File: src/rtl/mole_board_if.sv
// Signal bundle between the whack-a-mole board controller and its
// stimulus/display side: game inputs, timer handshake and board outputs.
interface mole_board_if #(
  parameter int N_HOLES = 8,
  parameter int SCORE_W = 8
);
  // There is no valid/ready pair. start, btn, time_trigger and timer_load are
  // single-cycle pulses that count only in the cycle they are high. The rest
  // are levels that hold their value until the controller changes them.
  logic                 start;
  logic [N_HOLES-1:0]   btn;
  logic                 time_trigger;
  logic                 timer_load;
  logic [27:0]          timer_loadval;
  logic [N_HOLES-1:0]   mole;
  logic                 hit_flash;
  logic [SCORE_W-1:0]   score;
  logic [2:0]           lives;
  logic                 game_over;

  modport master (
    output start, btn, time_trigger,
    input  timer_load, timer_loadval, mole, hit_flash, score, lives, game_over
  );

  modport slave (
    input  start, btn, time_trigger,
    output timer_load, timer_loadval, mole, hit_flash, score, lives, game_over
  );
endinterface

File: src/rtl/mole_board_ctrl.sv
// Whack-a-mole round controller: raises one pseudo-random mole at a time,
// scores hits, deducts lives on misses, and drives the board countdown timer.
module mole_board_ctrl #(
  parameter int          N_HOLES   = 8,
  parameter logic [27:0] SHOW_TIME = 28'd100_000_000,
  parameter logic [27:0] GAP_TIME  = 28'd50_000_000,
  parameter logic [27:0] HIT_TIME  = 28'd25_000_000,
  parameter int          LIVES     = 3,
  parameter int          SCORE_W   = 8,
  parameter logic [15:0] LFSR_SEED = 16'hACE1
) (
  input  logic        clk,
  input  logic        rst,
  mole_board_if.slave io_bus,
  output logic [2:0]  o_state
);
  localparam int HW = (N_HOLES > 1) ? $clog2(N_HOLES) : 1;

  typedef enum logic [2:0] {
    S_IDLE = 3'd0,
    S_GAP  = 3'd1,
    S_SHOW = 3'd2,
    S_HIT  = 3'd3,
    S_OVER = 3'd4
  } state_t;

  state_t             r_state;
  logic [15:0]        r_lfsr;
  logic [HW-1:0]      r_prev_hole;
  logic               r_timer_load;
  logic [27:0]        r_timer_loadval;
  logic [N_HOLES-1:0] r_mole;
  logic               r_hit_flash;
  logic [SCORE_W-1:0] r_score;
  logic [2:0]         r_lives;
  logic               r_game_over;

  logic               w_fb;
  logic               w_trig;
  logic               w_hit;
  logic [HW-1:0]      w_cand;
  logic [HW-1:0]      w_hole;
  logic [N_HOLES-1:0] w_onehot;

  assign w_fb     = r_lfsr[15] ^ r_lfsr[13] ^ r_lfsr[12] ^ r_lfsr[10];
  assign w_cand   = r_lfsr[HW-1:0];
  // Bumping a repeat to the next hole keeps the same hole from showing twice in a row.
  assign w_hole   = (w_cand == r_prev_hole) ? w_cand + HW'(1) : w_cand;
  assign w_onehot = N_HOLES'(1) << w_hole;
  // A trigger arriving while our own load pulse is out belongs to the previous countdown.
  assign w_trig   = io_bus.time_trigger & ~r_timer_load;
  assign w_hit    = |(io_bus.btn & r_mole);

  always_ff @(posedge clk or posedge rst) begin
    if (rst) begin
      r_state         <= S_IDLE;
      r_lfsr          <= LFSR_SEED;
      r_prev_hole     <= '0;
      r_timer_load    <= 1'b0;
      r_timer_loadval <= '0;
      r_mole          <= '0;
      r_hit_flash     <= 1'b0;
      r_score         <= '0;
      r_lives         <= '0;
      r_game_over     <= 1'b0;
    end else begin
      r_lfsr       <= {r_lfsr[14:0], w_fb};
      r_timer_load <= 1'b0;
      case (r_state)
        S_IDLE, S_OVER: begin
          if (io_bus.start) begin
            r_game_over     <= 1'b0;
            r_score         <= '0;
            r_lives         <= 3'(LIVES);
            r_mole          <= '0;
            r_hit_flash     <= 1'b0;
            r_timer_load    <= 1'b1;
            r_timer_loadval <= GAP_TIME;
            r_state         <= S_GAP;
          end
        end
        S_GAP: begin
          if (w_trig) begin
            r_prev_hole     <= w_hole;
            r_mole          <= w_onehot;
            r_timer_load    <= 1'b1;
            r_timer_loadval <= SHOW_TIME;
            r_state         <= S_SHOW;
          end
        end
        S_SHOW: begin
          if (w_hit) begin
            r_score         <= (r_score == '1) ? r_score : r_score + SCORE_W'(1);
            r_mole          <= '0;
            r_hit_flash     <= 1'b1;
            r_timer_load    <= 1'b1;
            r_timer_loadval <= HIT_TIME;
            r_state         <= S_HIT;
          end else if (w_trig) begin
            r_mole <= '0;
            if (r_lives <= 3'd1) begin
              r_lives     <= '0;
              r_game_over <= 1'b1;
              r_state     <= S_OVER;
            end else begin
              r_lives         <= r_lives - 3'd1;
              r_timer_load    <= 1'b1;
              r_timer_loadval <= GAP_TIME;
              r_state         <= S_GAP;
            end
          end
        end
        S_HIT: begin
          if (w_trig) begin
            r_hit_flash     <= 1'b0;
            r_timer_load    <= 1'b1;
            r_timer_loadval <= GAP_TIME;
            r_state         <= S_GAP;
          end
        end
        default: r_state <= S_IDLE;
      endcase
    end
  end

  assign io_bus.timer_load    = r_timer_load;
  assign io_bus.timer_loadval = r_timer_loadval;
  assign io_bus.mole          = r_mole;
  assign io_bus.hit_flash     = r_hit_flash;
  assign io_bus.score         = r_score;
  assign io_bus.lives         = r_lives;
  assign io_bus.game_over     = r_game_over;
  assign o_state              = r_state;
endmodule

File: src/flat_wrapper.sv
// flat-port wrapper written by rule: the top's interface ports become plain ports
module mole_board_ctrl_flat 
#(
  parameter int          N_HOLES   = 8,
  parameter logic [27:0] SHOW_TIME = 28'd100_000_000,
  parameter logic [27:0] GAP_TIME  = 28'd50_000_000,
  parameter logic [27:0] HIT_TIME  = 28'd25_000_000,
  parameter int          LIVES     = 3,
  parameter int          SCORE_W   = 8,
  parameter logic [15:0] LFSR_SEED = 16'hACE1
)
  (clk, rst, o_state, io_bus_start, io_bus_btn, io_bus_time_trigger, io_bus_timer_load, io_bus_timer_loadval, io_bus_mole, io_bus_hit_flash, io_bus_score, io_bus_lives, io_bus_game_over);
  mole_board_if #(.N_HOLES(N_HOLES), .SCORE_W(SCORE_W)) io_bus_i ();
  input  logic clk;
  input  logic rst;
  output logic [2:0] o_state;
  input wire logic [$bits(io_bus_i.start)-1:0] io_bus_start;
  input wire logic [$bits(io_bus_i.btn)-1:0] io_bus_btn;
  input wire logic [$bits(io_bus_i.time_trigger)-1:0] io_bus_time_trigger;
  output wire logic [$bits(io_bus_i.timer_load)-1:0] io_bus_timer_load;
  output wire logic [$bits(io_bus_i.timer_loadval)-1:0] io_bus_timer_loadval;
  output wire logic [$bits(io_bus_i.mole)-1:0] io_bus_mole;
  output wire logic [$bits(io_bus_i.hit_flash)-1:0] io_bus_hit_flash;
  output wire logic [$bits(io_bus_i.score)-1:0] io_bus_score;
  output wire logic [$bits(io_bus_i.lives)-1:0] io_bus_lives;
  output wire logic [$bits(io_bus_i.game_over)-1:0] io_bus_game_over;
  assign io_bus_i.start = io_bus_start;
  assign io_bus_i.btn = io_bus_btn;
  assign io_bus_i.time_trigger = io_bus_time_trigger;
  assign io_bus_timer_load = io_bus_i.timer_load;
  assign io_bus_timer_loadval = io_bus_i.timer_loadval;
  assign io_bus_mole = io_bus_i.mole;
  assign io_bus_hit_flash = io_bus_i.hit_flash;
  assign io_bus_score = io_bus_i.score;
  assign io_bus_lives = io_bus_i.lives;
  assign io_bus_game_over = io_bus_i.game_over;
  mole_board_ctrl #(.N_HOLES(N_HOLES), .SHOW_TIME(SHOW_TIME), .GAP_TIME(GAP_TIME), .HIT_TIME(HIT_TIME), .LIVES(LIVES), .SCORE_W(SCORE_W), .LFSR_SEED(LFSR_SEED)) u_core (.clk(clk), .rst(rst), .io_bus(io_bus_i), .o_state(o_state));
endmodule
File: config.mk
export PLATFORM = sky130hd
export DESIGN_NAME = mole_board_ctrl_flat
export DESIGN_NICKNAME = d
export VERILOG_FILES = /design/src/rtl/mole_board_if.sv /design/src/rtl/mole_board_ctrl.sv /design/src/flat_wrapper.sv
export SDC_FILE = /design/constraint.sdc
export NUM_CORES = 1
export LEC_CHECK = 0
export BUFFER_PORTS_ARGS = -buffer_cell sky130_fd_sc_hd__buf_2
export CAP_MARGIN = 10
export CORE_ASPECT_RATIO = 0.7
export CORE_MARGIN = 3
export CORE_UTILIZATION = 45
export DETAILED_ROUTE_END_ITERATION = 10
export GPL_ROUTABILITY_DRIVEN = 0
export PLACE_DENSITY_LB_ADDON = 0.15
export SLEW_MARGIN = 10
export SYNTH_ARGS = -nofsm -noshare
export SYNTH_HDL_FRONTEND = slang
export SYNTH_SLANG_ARGS = --single-unit
File: constraint.sdc
create_clock -name clk -period 2.9 [get_ports clk]
set_input_delay 0.58 -clock clk [delete_from_list [all_inputs] [get_ports clk]]
set_output_delay 0.58 -clock clk [all_outputs]
set_load 0.01 [all_outputs]
==> results of run 1 <==
==> metal layers <==
layer / wire (um) / part of all wire, % / track usage, % / vias up
li1: - / - / - / 881
met1: 2690 / 53 / 25.6 / 859
met2: 2040 / 40 / 25.4 / 62
met3: 338 / 6.6 / 3.85 / 5
met4: 50 / 0.98 / 5.40 / 0
met5: 0 / 0 / 0 / -
==> power groups by stage <==
stage	sequential, mW	clock (mW)	combinational (mW)
finish	0.975	0.435	0.792
floorplan	0.992	0	0.591
CTS	0.977	0.451	0.800
global route	1.00	0.477	0.898
global placement	0.985	0	0.785
detailed placement	0.992	0	0.797
==> placed cells by master (no fill, tap or decap), drive strengths merged, types with 7 or more instances in the layout <==
| cell | netlist | layout |
|---|---|---|
| buf | 25 | 57 |
| dfrtp | 43 | 43 |
| nor2 | 19 | 19 |
| nand2 | 15 | 15 |
| o21ai | 14 | 14 |
| inv | 11 | 12 |
| a21oi | 9 | 9 |
| conb | 1 | 9 |
| nand3 | 8 | 8 |
| dfstp | 8 | 8 |
| xnor2 | 7 | 7 |
==> stage by stage <==
step                hold slack, ns  utilization [%]  std cells
floorplan                    0.331                -        240
global placement             0.333             53.4        339
detailed placement           0.341             53.4        339
CTS                          0.213             55.3        347
global route                 0.218             55.3        347
finish                       0.208             55.3        347
==> worst max-delay path, cell delays in order, from the launching register on <==
cell and delay, ns:
dfrtp_1 0.58, nor3b_2 0.62, nand4_1 0.27, nor3b_1 0.29, and3_1 0.18, nor3_1 0.04
==> area by class of cell <==
cell class / count / area share, %
clock buffers: 5 / 2.47
clock inverters: 3 / 1.03
inverters: 11 / 1.48
multi-input cells: 151 / 35.4
flip-flops and latches: 51 / 46.1
well taps: 69 / 3.09
repair buffers: 57 / 10.4
==> how the worst max path moves through the flow <==
stage / startpoint / to / slack, ns
floorplan: io_bus_btn[4] / u_core.io_bus.timer_loadval[22] / 0.97
global placement: io_bus_btn[0] / u_core.io_bus.timer_loadval[22] / 0.75
detailed placement: io_bus_btn[0] / u_core.io_bus.lives[2] / 0.65
CTS: u_core.o_state[0] / u_core.io_bus.score[7] / 0.83
global route: u_core.o_state[0] / u_core.io_bus.score[7] / 0.67
finish: u_core.o_state[0] / u_core.io_bus.score[7] / 0.81
==> flip-flops by register name (all words and copies together) (netlist names) <==
signal                       cells
u_core.io_bus.game_over          1
u_core.io_bus.hit_flash          1
u_core.io_bus.lives              3
u_core.io_bus.mole               8
u_core.io_bus.score              8
u_core.io_bus.timer_load         1
u_core.io_bus.timer_loadval      7
u_core.o_state                   3
u_core.r_lfsr                   16
u_core.r_prev_hole               3
==> logic make-up (layout without fill, tap and decap cells) <==
group                    after synthesis  after routing  share of synthesized area (%)
AND/OR/NAND/NOR                       73             73                           16.3
AO/OA/AOI/OAI                         54             54                           16.1
flip-flops                            51             51                           51.8
buffers and inverters                 38             76                           9.62
XOR/XNOR                               8              8                           2.82
adder cells (fa/ha/maj)                4              4                           2.02
multiplexers                           3              3                           1.26
other                                  1              9                          0.151
==> flow_summary.toml, run 1 <==
[critical_path]
path_class = "reg -> reg"
start_kind = "register"
cp-end-kind = "register"
rr_worst_depth = 5
reg2reg_from = "u_core.o_state[0]"
critPathArrivalTime_ns = 2.29
crit_path_max_fanout = 14
rr_endpoint = "u_core.io_bus.score[7]"
cp.required_ns = 3.10
ff2ff_setup_slack_ns = 0.81

[route]
vias = 1807
firstDrtPassIters = 4
drc = 0
drtAntennaViolNets = 0
via_per_inst = 5.21
wl_per_cell_um = 14.7
drt-total-wl_mm = 5.12
drt_iter0_drc = 89

[layout]
num_antenna_cells = 0
final_nets = 293
multi_input_comb_area_um2 = 988
seq_area_um2 = 1290
final_area_um2 = 2790
fillers = 458
drive_gt1_share_pct = 31.7
syn_to_final_growth_pct = 12.3

[sta]
setup_violations = 0
relSlewSlack_pct = 47.3
final.period_utilization_pct = 72.2
fmax_ghz = 0.478
tightest_slew_ns = 0.790
rsz0062_at_grt = "no"
fin_skew_ns = 0.00620
layout_min_cycle_time_ns = 2.09
final-hold-violation-count = 0
maxSlewViolCount = 0
postLayoutSetupSlackWorst_ns = 0.807
finalSetupTns_ns = 0

[outcome]
outcome = "finished clean"

[cts]
clk_pin_slew_worst_paths_ns = 0.10
postCtsResizedCells = 0
cts-root-buf = "clkbuf_8"
postCtsSetupBuffers = 0
cts_hold_buf = 0
htreeDepth = 2
cts_sinks = 51
clk_latency_ns = 0.31
cts_buffers = 5
cts_tree = "yes"
clock_path_buffers = 2

[floorplanning]
die_x_um = 94.8
dieHeight_um = 68.2
std_cell_rows = 21
core_area_um2 = 5040
start_util_pct = 49.2
dieArea_um2 = 6460
ios = 65

[synth]
synth_common_cells = "dfrtp_1 (43), buf_4 (21), nor2_1 (18), nand2_1 (15), o21ai_0 (14)"
ys.flop_type = "dfrtp_1"
yosysMostFrequentCell = "dfrtp_1"
yosys_warnings = 0
yosys.area.top_type = "dfrtp_1"
ys_ff_latch = 51
synth-edff-count = 0
synthDistinctLibCells = 54
synth_top_cells_by_area = "dfrtp_1 (43%), dfstp_2 (8.5%), buf_4 (6.3%)"
yosys.area.top_type_share_pct = 43.3
syn-cell-area_um2 = 2480
avgSynthCellArea_um2 = 10.7
ys_seq_area_share_pct = 51.8
syn_inst = 232
async_flop_share_pct = 100

[power_and_ir_drop]
power.leakage_nw = 1.31
switching_power_uw = 882
clkPwrFrac_pct = 19.7
cellInternalPower_mw = 1.32
power_mw = 2.20
p_comb_share_pct = 36.0
vdd_drop_max_mv = 0.367
swShare_pct = 40.1
power.density_nw_per_um2 = 789
seqPwrFrac_pct = 44.3

[placed_design]
pre_cts_ws_ns = 0.652
place_area_um2 = 2690
portBuffers = 55
place_hpwl_mm = 3.86

[global_routing]
antenna_found_initial = 0
grt_max_degree = 23
groute.usage.overall_pct = 17.3
grt_overflow = 0
grt_pass1_vias = 1752
grt_pass1_wl_mm = 8.59

[min_path]
hp-class = "in -> async"

[job]
maxCapViolCount = 0
Note: power is estimated with default switching activity, not from simulation.
==> run 2, diff against run 1 <==
Settings changed: ABC_AREA set to 1.
Clock period 2.9 ns to 1.75 ns, I/O delays scaled along.
==> flow_summary.toml, run 2 <==
[layout]
drive_gt1_share_pct = 27.9
final_common_cell = "nand2_1"
largest_reg_flops = 16
mostFrequentLayoutCells = "nand2_1 (90), buf_2 (55), dfrtp_1 (42)"
fillers = 513
syn_to_final_growth_pct = 15.6
instances_no_fill = 420
final_nets = 363
num_antenna_cells = 0
top_register = "u_core.r_lfsr"

[global_routing]
grt_max_degree = 20
grt_pass1_wl_mm = 8.33
groute.usage.overall_pct = 16.6
grt_pass1_vias = 1768
grt_overflow = 0
antenna_found_initial = 0

[min_path]
hp-class = "in -> async"

[sta]
final.period_utilization_pct = 91.2
layout_min_cycle_time_ns = 1.60
final-hold-violation-count = 0
postLayoutSetupSlackWorst_ns = 0.155
timing.hold.ws_ns = 0.0435
fmax_ghz = 0.627
maxSlewViolCount = 0
fin_skew_ns = 0.0124
setup_violations = 0

[cts]
htreeDepth = 2
clk_latency_ns = 0.30
clk_pin_slew_worst_paths_ns = 0.10
cts_tree = "yes"
cts_buffers = 5
cts-root-buf = "clkbuf_8"
postCtsSetupBuffers = 0
cts_sinks = 51
clock_path_buffers = 2

[synth]
syn-cell-area_um2 = 2530
yosys.area.top_type_share_pct = 42.5
yosys_warnings = 0
ys_ff_latch = 51
synth-edff-count = 0
ys_seq_area_share_pct = 50.8
avgSynthCellArea_um2 = 8.61
async_flop_share_pct = 100
synth_common_cells = "nand2_1 (90), dfrtp_1 (43), inv_1 (29), nor2_1 (23)"
synthDistinctLibCells = 30
synth_top_cells_by_area = "dfrtp_1 (43%), nand2_1 (13%), dfstp_2 (8.3%)"
syn_inst = 294
ys.flop_type = "dfrtp_1"
yosys.area.top_type = "dfrtp_1"
yosysMostFrequentCell = "nand2_1"

[route]
vias = 1953
drc = 0
drt-total-wl_mm = 4.89
drt_iter0_drc = 86
drtAntennaViolNets = 0
wl_per_cell_um = 11.6
via_per_inst = 4.65
firstDrtPassIters = 6

[floorplanning]
die_x_um = 95.6
dieArea_um2 = 6580
dieHeight_um = 68.8
std_cell_rows = 22
start_util_pct = 47.4
ios = 65
core_area_um2 = 5340

[placed_design]
pre_cts_ws_ns = 0.0575
place_hpwl_mm = 3.79
placedCellCount = 412
portBuffers = 55

[critical_path]
ff2ff_setup_slack_ns = 0.15
cp_cell_sequence = "inv_1 -> nand2_1 -> nor2_2 -> buf_4 -> nand3_1 -> inv_1 -> nor2_2 -> nand3_1 -> nand2_1"
reg2reg_from = "u_core.o_state[2]"
path_buf_inv = 3
cp.required_ns = 1.95
critPathTopFamily = "simple AND/OR/NAND/NOR gates"
rr_endpoint = "u_core.io_bus.score[1]"
critPathArrivalTime_ns = 1.80
start_kind = "register"
cpPeakStageDelay_ns = 0.43
path_class = "reg -> reg"
crit_path_max_fanout = 6
cp-end-kind = "register"
crit_slowest_cell = "dfrtp_1"
rr_worst_depth = 9

[power_and_ir_drop]
swShare_pct = 42.8
clkPwrFrac_pct = 16.0
switching_power_mw = 1.73
power_mw = 4.05
p_comb_share_pct = 44.9
cellInternalPower_mw = 2.32
power.density_nw_per_um2 = 1380
power.leakage_nw = 1.56
seqPwrFrac_pct = 39.0
vdd_drop_max_mv = 0.489

[outcome]
outcome = "finished clean"

[job]
maxCapViolCount = 0
[run 2: cell types whose count changed after synthesis, moves of 5 or more]
cell,delta
o21ai_0,+7
a22oi_1,-5
nor2_1,+5
a21oi_1,-6
nand3_1,+7
inv_1,+18
nand2_1,+75
nand2b_1,-5
[run 2: logic make-up (layout without fill, tap and decap cells)]
logic type / Yosys count / count (layout) / synth area share (%)
other: 1 / 9 / 0.148
AND/OR/NAND/NOR: 146 / 146 / 25.6
adder cells (fa/ha/maj): 4 / 4 / 1.98
AO/OA/AOI/OAI: 31 / 31 / 6.92
buffers and inverters: 52 / 98 / 11.1
flip-flops: 51 / 51 / 50.8
XOR/XNOR: 9 / 9 / 3.41
[run 2: worst reg2reg max path: stages (launching register included)]
cell and delay (ns):
dfrtp_1 0.43, inv_1 0.09, nand2_1 0.07, nor2_2 0.18, buf_4 0.17, nand3_1 0.13, inv_1 0.18, nor2_2 0.11
nand3_1 0.08, nand2_1 0.05
[run 2: layer usage]
layer / share of wire (%) / up-vias / wire, um / GRT usage, %
met5: 0 / - / 0 / 0
met2: 43 / 50 / 2110 / 25.2
met1: 50 / 905 / 2450 / 23.7
met4: 0.72 / 0 / 35 / 5.32
li1: - / 996 / - / -
met3: 6.1 / 2 / 298 / 3.69
[run 2: repair_timing]
item                       CTS  global route
hold buffers                 0             0
setup endpoints to repair    0             7
gates resized for setup      0             6
[run 2: power groups by stage]
stage                     Clock, mW  Sequential [mW]  Combinational [mW]
final                         0.650             1.58                1.82
after detailed placement          0             1.60                1.81
after global placement            0             1.60                1.80
after global routing          0.730             1.62                2.08
after CTS                     0.688             1.59                1.81
after floorplan                   0             1.67                1.27
[run 2: how the worst max path moves through the flow]
stage	from	end	slack, ns	cells past startpoint
floorplan	rst	u_core.io_bus.game_over	0.18	1
global placement	io_bus_time_trigger	u_core.io_bus.timer_loadval[25]	0.04	8
detailed placement	io_bus_time_trigger	u_core.io_bus.timer_loadval[25]	0.06	8
CTS	u_core.io_bus.timer_load	u_core.io_bus.mole[2]	0.10	7
global route	u_core.o_state[2]	u_core.io_bus.score[6]	-0.007	9
finish	u_core.o_state[2]	u_core.io_bus.score[1]	0.15	9
[run 2: layout make-up]
class,count,area [um^2],area share [%]
clock buffer,6,72.6,2.48
clock inverter,2,13.8,0.470
inverter,30,113,3.85
multi-input combinational,199,1010,34.6
sequential,51,1290,44.0
tap,72,90.1,3.08
timing repair buffer,60,338,11.5
[run 2: per-stage QoR]
step	area [um^2]	util, %	setup TNS [ns]
3_3_place_gp	2820	52.8	0
3_5_place_dp	2820	52.8	0
6_report	2930	54.8	0
4_1_cts	2910	54.4	0
5_1_grt	2930	54.8	-0.00730
2_1_floorplan	2560	-	0
==> run 3, diff against run 2 <==
Settings changed: GPL_TIMING_DRIVEN set to 0, PLACE_DENSITY set to 0.83, PLACE_DENSITY_LB_ADDON 0.15 to not set, RECOVER_POWER set to 100.
==> flow_summary.toml, run 3 (synthesis gave the netlist of run 2 again) <==
[sta]
finalSetupTns_ns = 0
maxSlewViolCount = 0
final.period_utilization_pct = 91.6
layout_min_cycle_time_ns = 1.60
postLayoutSetupSlackWorst_ns = 0.147
setup_violations = 0
final-hold-violation-count = 0
fin_skew_ns = 0.00707
fmax_ghz = 0.624
tightest_slew_ns = 0.551
relSlewSlack_pct = 63.2
rsz0062_at_grt = "yes"
timing.hold.ws_ns = 0.354

[critical_path]
rr_worst_depth = 5
crit_path_max_fanout = 6
crit_slowest_cell = "dfstp_2"
cpPeakStageDelay_ns = 0.64
path_class = "reg -> reg"
reg2reg_from = "u_core.r_lfsr[0]"
rr_endpoint = "u_core.io_bus.mole[5]"
ff2ff_setup_slack_ns = 0.15
cp-end-kind = "register"
critPathTopFamily = "flip-flops"
path_buf_inv = 0
critPathArrivalTime_ns = 1.83
cp.required_ns = 1.97
cp_cell_sequence = "xnor2_2 -> nand3_2 -> o21ai_2 -> nand2_1 -> o21ai_0"
start_kind = "register"

[outcome]
outcome = "finished clean"

[layout]
final_nets = 382
top_register = "u_core.r_lfsr"
largest_reg_flops = 16
mostFrequentLayoutCells = "nand2_1 (89), dfrtp_1 (42), clkbuf_1 (31)"
syn_to_final_growth_pct = 20.3
final_common_cell = "nand2_1"
instances_no_fill = 439
drive_gt1_share_pct = 22.3
num_antenna_cells = 0
final_area_um2 = 3050

[route]
drt-total-wl_mm = 4.95
firstDrtPassIters = 4
drc = 0
vias = 2053
drt_iter0_drc = 128
via_per_inst = 4.68
wl_per_cell_um = 11.3
drtAntennaViolNets = 0

[cts]
htreeDepth = 2
cts-root-buf = "clkbuf_8"
cts_sinks = 51
postCtsSetupBuffers = 0
clock_path_buffers = 2
cts_tree = "yes"
clk_pin_slew_worst_paths_ns = 0.09
clk_latency_ns = 0.31
cts_buffers = 5

[floorplanning]
std_cell_rows = 22
start_util_pct = 47.4
dieHeight_um = 68.8
die_x_um = 95.6
dieArea_um2 = 6580
core_area_um2 = 5340
ios = 65

[global_routing]
grt_overflow = 0
antenna_found_initial = 0
groute.usage.overall_pct = 16.6
grt_pass1_wl_mm = 8.49
grt_pass1_vias = 1920
grt_max_degree = 39

[placed_design]
portBuffers = 55
place_hpwl_mm = 3.75
pre_cts_ws_ns = 0.0827
placedCellCount = 430
place_area_um2 = 2950

[min_path]
whs_endpoint = "u_core.r_lfsr[4]"
hold_start = "u_core.r_lfsr[3]"
min_path_cells = 0
hp-class = "reg -> reg"

[power_and_ir_drop]
vdd_drop_max_mv = 0.566
power.leakage_nw = 1.54
power.density_nw_per_um2 = 1390

[job]
maxCapViolCount = 0
## run 3: worst max-delay path by stage
stage                                       to  cells past startpoint                 from  slack (ns)
2_1_floorplan          u_core.io_bus.game_over                      1                  rst        0.18
4_1_cts                  u_core.io_bus.mole[4]                      5     u_core.r_lfsr[0]        0.09
6_report                 u_core.io_bus.mole[5]                      5     u_core.r_lfsr[0]        0.15
3_5_place_dp   u_core.io_bus.timer_loadval[25]                      8  io_bus_time_trigger        0.08
5_1_grt                  u_core.io_bus.mole[4]                      5    u_core.o_state[2]       -0.03
3_3_place_gp             u_core.io_bus.mole[5]                      2                  rst       -0.40
## run 3: metrics by stage
step	power, mW	util (%)
6_report	4.22	57.0
2_1_floorplan	2.93	-
3_3_place_gp	3.44	54.8
3_5_place_dp	3.51	55.2
5_1_grt	4.60	57.0
4_1_cts	4.25	57.3
## run 3: final cells by class
class / instances / area, um^2
clock inverter: 1 / 7.51
sequential: 51 / 1290
clock buffer: 7 / 96.3
multi-input combinational: 199 / 1020
inverter: 30 / 113
fill: 505 / 2290
tap: 72 / 90.1
timing repair buffer: 57 / 267
buffer: 22 / 169
## run 3: worst register-to-register path: stages, from the launching register on
cell and delay (ns):
dfstp_2 0.64, xnor2_2 0.17, nand3_2 0.19, o21ai_2 0.28
nand2_1 0.09, o21ai_0 0.15
## run 3: routing by layer
layer | share of wire [%] | GRT usage (%) | vias to the layer above
met5 | 0 | 0 | -
met4 | 0.85 | 5.50 | 0
met3 | 6.3 | 3.69 | 7
met2 | 45 | 27.1 | 61
met1 | 48 | 22.2 | 945
li1 | - | - | 1040
## run 3: what timing repair did
action                     CTS  global route
setup endpoints to repair    0            14
gates resized for setup      0             6
hold buffers                 1             0
hold endpoints to repair    12             0
## run 3: power breakdown
part           switching (mW)  internal [mW]
registers               0.195           1.40
logic                    1.21          0.678
clock network           0.377          0.360
total                    1.78           2.43
